<file path="src/rtl/uvmt_cv32e40x_obi_arb_pkg.sv">
// Shared types and constants for the testbench OBI memory arbiter.
package uvmt_cv32e40x_obi_arb_pkg;

   typedef enum logic [1:0] {ARB_IDLE, ARB_LOCK_I, ARB_LOCK_D} arb_state_t;
   typedef enum logic {ARB_ID_INSTR, ARB_ID_DATA} arb_id_t;

   localparam int ARB_MODE_RR        = 0;
   localparam int ARB_MODE_DATA_PRIO = 1;

endpackage

</file>
<file path="src/rtl/uvmt_cv32e40x_obi_arb_id_fifo.sv">
// Response-routing FIFO: remembers which requester owns each granted transaction, in grant order.
module uvmt_cv32e40x_obi_arb_id_fifo
   import uvmt_cv32e40x_obi_arb_pkg::*;
#(
   parameter int DEPTH = 2
) (
   input  logic    clk_i,
   input  logic    rst_i,
   input  logic    push_i,
   input  arb_id_t push_id_i,
   input  logic    pop_i,
   output logic    full_o,
   output logic    empty_o,
   output arb_id_t head_o
);

   localparam int PTR_W = (DEPTH > 1) ? $clog2(DEPTH) : 1;
   localparam int CNT_W = PTR_W + 1;
   localparam logic [PTR_W-1:0] LAST_PTR = PTR_W'(DEPTH - 1);
   localparam logic [CNT_W-1:0] FULL_CNT = CNT_W'(DEPTH);

   arb_id_t          id_mem [DEPTH];
   logic [PTR_W-1:0] wptr_q;
   logic [PTR_W-1:0] rptr_q;
   logic [CNT_W-1:0] cnt_q;

   function automatic logic [PTR_W-1:0] next_ptr(input logic [PTR_W-1:0] ptr);
      return (ptr == LAST_PTR) ? '0 : ptr + 1'b1;
   endfunction

   assign full_o  = (cnt_q == FULL_CNT);
   assign empty_o = (cnt_q == '0);
   assign head_o  = id_mem[rptr_q];

   always_ff @(posedge clk_i) begin
      if (rst_i) begin
         wptr_q <= '0;
         rptr_q <= '0;
         cnt_q  <= '0;
      end else begin
         if (push_i) wptr_q <= next_ptr(wptr_q);
         if (pop_i)  rptr_q <= next_ptr(rptr_q);
         case ({push_i, pop_i})
            2'b10:   cnt_q <= cnt_q + 1'b1;
            2'b01:   cnt_q <= cnt_q - 1'b1;
            default: cnt_q <= cnt_q;
         endcase
      end
   end

   // Payload storage carries no reset; only entries behind a nonzero count are ever read.
   always_ff @(posedge clk_i) begin
      if (push_i) id_mem[wptr_q] <= push_id_i;
   end

endmodule

</file>
<file path="src/rtl/uvmt_cv32e40x_obi_mem_arbiter.sv">
// Shares one OBI memory slave port between the instruction and data OBI masters.
// Optional build macro: UVMT_OBI_ARB_PARITY_CHK_EN enables the sticky reqpar checker.
module uvmt_cv32e40x_obi_mem_arbiter
   import uvmt_cv32e40x_obi_arb_pkg::*;
#(
   parameter int ADDR_W          = 32,
   parameter int DATA_W          = 32,
   parameter int MAX_OUTSTANDING = 2,
   parameter int ARB_MODE        = 0
) (
   input  logic              clk_i,
   input  logic              rst_i,
   input  logic              instr_req_i,
   input  logic [ADDR_W-1:0] instr_addr_i,
   output logic              instr_gnt_o,
   output logic              instr_rvalid_o,
   output logic              instr_err_o,
   output logic [DATA_W-1:0] instr_rdata_o,
   input  logic              data_req_i,
   input  logic              data_we_i,
   input  logic [ADDR_W-1:0] data_addr_i,
   input  logic [3:0]        data_be_i,
   input  logic [DATA_W-1:0] data_wdata_i,
   output logic              data_gnt_o,
   output logic              data_rvalid_o,
   output logic              data_err_o,
   output logic [DATA_W-1:0] data_rdata_o,
   output logic              mem_req_o,
   output logic              mem_we_o,
   output logic [ADDR_W-1:0] mem_addr_o,
   output logic [3:0]        mem_be_o,
   output logic [DATA_W-1:0] mem_wdata_o,
   input  logic              mem_gnt_i,
   input  logic              mem_rvalid_i,
   input  logic              mem_err_i,
   input  logic [DATA_W-1:0] mem_rdata_i,
   input  logic              instr_reqpar_i,
   input  logic              data_reqpar_i,
   output logic              instr_gntpar_o,
   output logic              data_gntpar_o,
   output logic              instr_rvalidpar_o,
   output logic              data_rvalidpar_o,
   output logic              par_err_o,
   output logic              orphan_rsp_o
);

   arb_state_t state_q, state_d;
   arb_id_t    last_winner_q;
   arb_id_t    winner;
   arb_id_t    sel_id;
   logic       sel_req;
   logic       fwd;
   logic       grant;
   logic       sel_data;
   logic       fifo_full, fifo_empty, rsp_ok;
   arb_id_t    fifo_head;

   // Fresh arbitration, used only while no requester holds the lock.
   always_comb begin
      winner = ARB_ID_INSTR;
      if (ARB_MODE == ARB_MODE_DATA_PRIO) begin
         if (data_req_i) winner = ARB_ID_DATA;
      end else if (instr_req_i && data_req_i) begin
         winner = (last_winner_q == ARB_ID_INSTR) ? ARB_ID_DATA : ARB_ID_INSTR;
      end else if (data_req_i) begin
         winner = ARB_ID_DATA;
      end
   end

   always_comb begin
      state_d = state_q;
      sel_id  = winner;
      sel_req = instr_req_i | data_req_i;
      case (state_q)
         ARB_LOCK_I: begin
            sel_id  = ARB_ID_INSTR;
            sel_req = instr_req_i;
         end
         ARB_LOCK_D: begin
            sel_id  = ARB_ID_DATA;
            sel_req = data_req_i;
         end
         default: ;
      endcase
      // Full is judged on the registered count, so a same-cycle pop cannot free a slot.
      fwd   = sel_req && !fifo_full && !rst_i;
      grant = fwd && mem_gnt_i;
      case (state_q)
         ARB_IDLE: begin
            if (fwd && !mem_gnt_i)
               state_d = (sel_id == ARB_ID_DATA) ? ARB_LOCK_D : ARB_LOCK_I;
         end
         default: begin
            if (!sel_req || grant) state_d = ARB_IDLE;
         end
      endcase
   end

   always_ff @(posedge clk_i) begin
      if (rst_i) begin
         state_q       <= ARB_IDLE;
         last_winner_q <= ARB_ID_INSTR;
      end else begin
         state_q <= state_d;
         if (grant) last_winner_q <= sel_id;
      end
   end

   assign sel_data    = (sel_id == ARB_ID_DATA);
   assign mem_req_o   = fwd;
   assign mem_we_o    = sel_data & data_we_i;
   assign mem_addr_o  = sel_data ? data_addr_i  : instr_addr_i;
   assign mem_be_o    = sel_data ? data_be_i    : 4'hF;
   assign mem_wdata_o = sel_data ? data_wdata_i : '0;

   assign instr_gnt_o    = grant && !sel_data;
   assign data_gnt_o     = grant &&  sel_data;
   assign instr_gntpar_o = ~instr_gnt_o;
   assign data_gntpar_o  = ~data_gnt_o;

   uvmt_cv32e40x_obi_arb_id_fifo #(
      .DEPTH (MAX_OUTSTANDING)
   ) u_id_fifo (
      .clk_i     (clk_i),
      .rst_i     (rst_i),
      .push_i    (grant),
      .push_id_i (sel_id),
      .pop_i     (rsp_ok),
      .full_o    (fifo_full),
      .empty_o   (fifo_empty),
      .head_o    (fifo_head)
   );

   // Responses follow the FIFO head; with nothing outstanding they are dropped and flagged.
   assign rsp_ok       = mem_rvalid_i && !fifo_empty && !rst_i;
   assign orphan_rsp_o = mem_rvalid_i &&  fifo_empty && !rst_i;

   assign instr_rvalid_o = rsp_ok && (fifo_head == ARB_ID_INSTR);
   assign data_rvalid_o  = rsp_ok && (fifo_head == ARB_ID_DATA);
   assign instr_err_o    = instr_rvalid_o && mem_err_i;
   assign data_err_o     = data_rvalid_o  && mem_err_i;
   assign instr_rdata_o  = instr_rvalid_o ? mem_rdata_i : '0;
   assign data_rdata_o   = data_rvalid_o  ? mem_rdata_i : '0;

   assign instr_rvalidpar_o = ~instr_rvalid_o;
   assign data_rvalidpar_o  = ~data_rvalid_o;

`ifdef UVMT_OBI_ARB_PARITY_CHK_EN
   logic par_err_q;

   always_ff @(posedge clk_i) begin
      if (rst_i) begin
         par_err_q <= 1'b0;
      end else if ((instr_reqpar_i == instr_req_i) || (data_reqpar_i == data_req_i)) begin
         par_err_q <= 1'b1;
      end
   end

   assign par_err_o = par_err_q;
`else
   logic unused_reqpar;

   assign unused_reqpar = instr_reqpar_i ^ data_reqpar_i;
   assign par_err_o     = 1'b0;
`endif

endmodule

</file>
<file path="config.mk">
export PLATFORM = sky130hd
export DESIGN_NAME = uvmt_cv32e40x_obi_mem_arbiter
export DESIGN_NICKNAME = d
export VERILOG_FILES = /design/src/rtl/uvmt_cv32e40x_obi_arb_pkg.sv /design/src/rtl/uvmt_cv32e40x_obi_arb_id_fifo.sv /design/src/rtl/uvmt_cv32e40x_obi_mem_arbiter.sv
export SDC_FILE = /design/constraint.sdc
export NUM_CORES = 1
export LEC_CHECK = 0
export CAP_MARGIN = 30
export CORE_AREA = 3 3 110 112
export DETAILED_ROUTE_END_ITERATION = 16
export DIE_AREA = 0 0 113 115
export HOLD_SLACK_MARGIN = 0.1
export PLACE_DENSITY = 0.62
export REMOVE_ABC_BUFFERS = 1
export SYNTH_ARGS = -nofsm -noshare
export SYNTH_HDL_FRONTEND = slang
export SYNTH_SLANG_ARGS = --single-unit
export TNS_END_PERCENT = 30
</file>
<file path="constraint.sdc">
create_clock -name clk_i -period 3.21 [get_ports clk_i]
set_input_delay 0.963 -clock clk_i [delete_from_list [all_inputs] [get_ports clk_i]]
set_output_delay 0.963 -clock clk_i [all_outputs]
set_load 0.02 [all_outputs]
</file>
Word-level counts from Yosys, hierarchy flattened:

Memories as Yosys holds them, arrays and structs flattened. A register that Yosys moved wholly into a read port is not among the register bits.
Cells that the tools add are included.

* bits in registers: 7
* bits of input ports: 142
* memories kept: 1
* word-level logic and storage cells: 71
* memory bits (writable): 2

Memories
* u_id_fifo.id_mem: words 2, bits a word 1, read ports 1, clocked after memory_dff 1, wr ports 1, line uvmt_cv32e40x_obi_arb_id_fifo.sv:22 `arb_id_t id_mem [DEPTH];`

* equality and inequality tests: 6
* add/sub/neg operators: 4
* bitwise logic cells: 7
* reductions and logical operators: 27
* muxes and demuxes: 21

Operators by type and width (number)
* 2-to-1 mux 32 bit: 4
* logical AND 1 bit: 15
* 2-to-1 mux 1 bit: 9
* 2-to-1 mux 2 bit: 4
* equality test 2 bit, second input constant: 3
* zero test 1 bit: 6
* NOT 1 bit: 5
* equality test 2 x 1 -> 1 bit, second input constant: 2
* zero test 2 bit: 2
* 2-to-1 mux 4 bit: 1
* one-hot mux 1 bit (2 select lines): 2
* one-hot mux 2 bit (2 select lines): 1
* nonzero test 2 bit: 2
* adder 1 bit, second input constant: 2
* adder 2 x 1 -> 2 bit, second input constant: 1
* inequality test 2 bit, second input constant: 1
* AND reduction 2 bit: 1
* subtractor 2 x 1 -> 2 bit, second input constant: 1
* bitwise AND 1 bit: 1
* logical OR 1 bit: 1
* OR 1 bit: 1

Depth between registers and ports, before layout:

* depth after elaboration: 8
* gate-level depth with buffers: 10
* mapped depth without buffers: 10

Cells and area by module:

A second synthesis with hierarchy kept.

* cell total of the unflattened synthesis: 219
* area total of the unflattened synthesis: 1719.1 µm²

By module, submodules not included
* uvmt_cv32e40x_obi_mem_arbiter: cells each 194, instances 1, area an instance 1442.6 µm²
* uvmt_cv32e40x_obi_arb_id_fifo: cells each 25, instances 1, area an instance 276.5 µm²

Least setup slack after synthesis:

Ideal clock, no wire load.

* path type: input to output
* from: input rst_i
* to: output data_rdata_o[15]
* stages on the path: 5
* path slack: 194 ps
* arrival time: 2053 ps
* cells stage by stage: buf_2 > nand2b_4 > nor3_2 > buf_2 > and2_1

* cells in the longest elaborated chain, start to end: 4

Ends and longest elaborated chain
* start, declared: line uvmt_cv32e40x_obi_mem_arbiter.sv:12 `input logic rst_i,`
* zero test 1 bit: line uvmt_cv32e40x_obi_mem_arbiter.sv:135 `assign rsp_ok = mem_rvalid_i && !fifo_empty && !rst_i;`
* logical AND 1 bit: line uvmt_cv32e40x_obi_mem_arbiter.sv:135
* logical AND 1 bit: line uvmt_cv32e40x_obi_mem_arbiter.sv:139 `assign data_rvalid_o = rsp_ok && (fifo_head == ARB_ID_DATA);`
* named net data_rvalid_o: line uvmt_cv32e40x_obi_mem_arbiter.sv:25 `output logic data_rvalid_o,`
* 2-to-1 mux 32 bit: line uvmt_cv32e40x_obi_mem_arbiter.sv:143 `assign data_rdata_o = data_rvalid_o ? mem_rdata_i : '0;`
* end, declared: line uvmt_cv32e40x_obi_mem_arbiter.sv:27 `output logic [DATA_W-1:0] data_rdata_o,`

The timed path passes the listed nets, and every way through them passes these cells.

Worst setup path in the final report:

* from: input data_req_i
* to: output mem_addr_o[5]

* cells in the longest elaborated chain, start to end: 4
* elaborated cells between the ends (all ways): 5
* those cells by class: mux (4); reduce/logical (1)

Ends and longest elaborated chain
* start, declared: line uvmt_cv32e40x_obi_mem_arbiter.sv:19 `input logic data_req_i,`
* 2-to-1 mux 1 bit or logical AND 1 bit (tied branches): line uvmt_cv32e40x_obi_mem_arbiter.sv:65, uvmt_cv32e40x_obi_mem_arbiter.sv:63
* 2-to-1 mux 1 bit *: line uvmt_cv32e40x_obi_mem_arbiter.sv:63 `end else if (instr_req_i && data_req_i) begin`
* one-hot mux 1 bit (2 select lines) *: line uvmt_cv32e40x_obi_mem_arbiter.sv:74 `case (state_q)`
* 2-to-1 mux 32 bit *: line uvmt_cv32e40x_obi_mem_arbiter.sv:112 `assign mem_addr_o = sel_data ? data_addr_i : instr_addr_i;`
* end, declared: line uvmt_cv32e40x_obi_mem_arbiter.sv:30 `output logic [ADDR_W-1:0] mem_addr_o,`

Every way passes the cells marked *; elsewhere a longest branch is shown, timed or not.

==> impl_results.md <==
- WL final: 11100 um
- CP max stage delay: 0.33 ns
- Mapped Area: 0.00173 sq mm
- XOR/XNOR Fraction of Synth Area: 0.0152
- Simple-gate portion of the synthesized area: 0.453
- Multiplexer area fraction after synthesis: 0.220
- Seq/Total Area, Yosys: 0.128
- Finished Layout Cells: 674
- Final setup violating endpoints: 0
- Final min period: 3.20 ns
- First-pass GRT wire length: 15500 um
- Die area: 0.0130 sq mm
- Total grt overflow: 0
- Adder-Cell Fraction of Synth Area: 0.0290
- Post-Synthesis Cells: 225
- Largest family of logic cells by synthesized area: simple AND/OR/NAND/NOR gates
- Hold Path Stages: 1
- Setup_tns: 0 ns
- WHS Endpoint: u_id_fifo.wptr_q
- RePlAce Congestion: 0.804
- Pre-Repair DR Iteration Count: 4
- P_leak: 0.00251 uW
- Crit-path cells: buf_2 -> nor2b_4 -> a22oi_4 -> buf_12 -> buf_12 -> buf_16 -> mux2_2 -> buf_2
- # DRC: 0
- Async set-or-reset flop fraction in the synthesized netlist: 0
- Fin worst setup slack: 0.0119 ns
- # rows: 39
- Root Driver: clkbuf_16
- Vias in the first global route: 2809
- Post-DP HPWL: 8870 um
- Synth Register Bits: 10
- Initial antenna violation count: 0
- # clock sinks: 10
- Die H: 115 um
- Clk_lat worst skew: 0.23 ns
- Min-delay src: u_id_fifo.wptr_q
- Hold buffers post-CTS: 0
- Flop2flop setup slack: 0.73 ns
- Initial core utilization: 0.153
- Synth Area per Inst: 7.67 sq um
- PortBufs: 284
- Reg-to-reg critical path startpoint: state_q[1]
- Post-synthesis compound-gate area fraction: 0.0754
- DR WL/cell: 16.5 um
- Diodes inserted: 0
- Max-slew violation count: 0
- CTS tree: yes
- Vias: 2793
- Number of enable flip-flop cells after synthesis: 2
- Worst Skew: 0.000614 ns
- Top Ports: 288
- H-Tree Depth: 1
- Maximum root-to-sink buffer count: 2
- Top FF cell, synth: dfxtp_1
- Core Area: 0.0113 sq mm
- Buf/Inv on CP: 5
- Fin Hold WS: 0.491 ns
- Worst Path Arrival: 2.24 ns
- Vias per std cell: 4.14
- Final hold vios: 0
- Top delay family on crit path: buffers and inverters
- Synth cell types: 37
- Final worst path period share: 0.996
- Reg2reg path depth: 10
- Max Cap Viol: 0
- Final Util: 0.458
- Clock-pin transition on the worst setup and hold timing paths: 0.04 ns
- Critical Path End Type: output port
- Tot GR Track Use: 0.152
- Cts bufs inserted: 3
- Fmax: 0.313 GHz
- Pwr Density: 277 mW/mm^2
- Maximum vdd ir drop: 0.000168 V
- RSZ-0062 raised after global routing: true
- R2R Path End: u_id_fifo.cnt_q[1]
- Largest net degree at the start of global routing: 40
- Crit-path slowest cell: mux2_2
- Nets: 678
- Critical path class: in -> out
- Synth Warn #: 0
- Fillers: 1146
- Cell count after placement: 655
- Pre-CTS WS: -0.715 ns
- Share of post-route cells with drive strength above 1: 0.371
- HP Class: reg -> reg
- Status: finished, final reports clean
- Initial DRC Count: 113
- Die W: 113 um
- CP startpoint kind: input port
- Area Overhead vs Synth: 200%
- Antenna-violating nets left: 0
- Worst-path maximum fanout: 8
- Worst path required time: 2.25 ns
-- logic make-up (layout without fill, tap and decap cells) --
group                    Yosys count  in the layout
adder cells (fa/ha/maj)            4              4
AO/OA/AOI/OAI                     16             16
multiplexers                      34             34
XOR/XNOR                           3              3
flip-flops                        10             10
buffers and inverters             30            336
AND/OR/NAND/NOR                  127            127
other                              1              1
-- through the flow --
stage                     total power (uW)  instance area (sq um)
final                                 1430                   5180
after global routing                  1510                   5180
after CTS                             1430                   5100
after detailed placement              1090                   4880
after global placement                1090                   4880
after floorplan                        553                   1630
-- how the worst max path moves through the flow --
stage | startpoint | to | cells past startpoint
2_1_floorplan | data_req_i | instr_gnt_o | 4
3_3_place_gp | data_req_i | mem_addr_o[1] | 6
3_5_place_dp | data_req_i | mem_addr_o[1] | 6
4_1_cts | data_req_i | mem_addr_o[16] | 8
5_1_grt | data_req_i | mem_addr_o[5] | 8
6_report | data_req_i | mem_addr_o[5] | 8
-- state kept, by name, indices dropped and copies added, names as in the netlist, named ones only --
name	cells
u_id_fifo.wptr_q	1
last_winner_q	1
state_q	2
u_id_fifo.cnt_q	2
u_id_fifo.rptr_q	1
u_id_fifo.id_mem	2
-- layout by cell type, fill, tap and decap left out, types with 2 or more instances in the layout --
| master | instances |
|---|---|
| a22oi_1 | 2 |
| and2_1 | 67 |
| and3_1 | 33 |
| buf_12 | 11 |
| buf_16 | 5 |
| buf_2 | 54 |
| buf_4 | 20 |
| buf_6 | 31 |
| clkbuf_16 | 5 |
| clkbuf_2 | 3 |
| clkdlybuf4s15_1 | 24 |
| clkdlybuf4s15_2 | 23 |
| clkdlybuf4s50_1 | 135 |
| dfxtp_1 | 8 |
| dlygate4sd2_1 | 13 |
| edfxtp_1 | 2 |
| ha_1 | 3 |
| inv_1 | 9 |
| inv_2 | 2 |
| mux2_2 | 5 |
| mux2_4 | 27 |
| nand2_1 | 4 |
| nand2b_1 | 4 |
| nor2_1 | 7 |
| nor2b_1 | 2 |
| nor3_4 | 2 |
| o21ai_0 | 2 |
| o32ai_1 | 2 |
| xnor2_1 | 2 |
-- what timing repair did --
item                                    in CTS  in global routing
setup buffers                                7                  1
pin swaps                                    5                  2
endpoints found under the setup margin     145                 58
endpoints found under the hold margin        0                  0
gates cloned                                 5                  2
gates resized for setup                    563                 16
-- where the power goes --
group | total [uW] | internal, uW | leakage, uW | switching, uW
sequential | 154 | 142 | 0.0000837 | 11.7
combinational | 1060 | 597 | 0.00239 | 460
clock | 223 | 166 | 0.0000382 | 56.6
total | 1430 | 906 | 0.00251 | 529
-- cell usage after synthesis, types with 2 or more instances --
library cell  number  area, sq um
mux2i_1            2         20.0
and3_1            33          206
nor2_1             8         30.0
nand2b_1           4         25.0
buf_4              4         30.0
inv_1              9         33.8
buf_2              5         25.0
xnor2_1            2         17.5
ha_1               4         50.1
o32ai_1            2         17.5
clkbuf_1          10         37.5
inv_2              2         7.51
a22oi_1            2         15.0
and2_1            68          425
mux2_2            32          360
edfxtp_1           2         60.1
nor2b_1            3         18.8
o21ai_0            3         15.0
nand2_1            5         18.8
dfxtp_1            8          160
-- area by class of cell --
cell class,count,area (sq um),share of cell area
timing repair buffer,321,3160,0.609
sequential,10,220,0.0425
tap,143,179,0.0345
multi-input combinational,185,1510,0.291
inverter,11,41.3,0.00797
clock buffer,4,78.8,0.0152
-- per-layer routing --
layer,wire length (um),share of wire,GRT usage
met2,6260,0.56,0.310
met5,0,0,0
met4,171,0.015,0.0417
met3,1360,0.12,0.0574
met1,3340,0.30,0.140
Power figures use the tool's default switching activity.
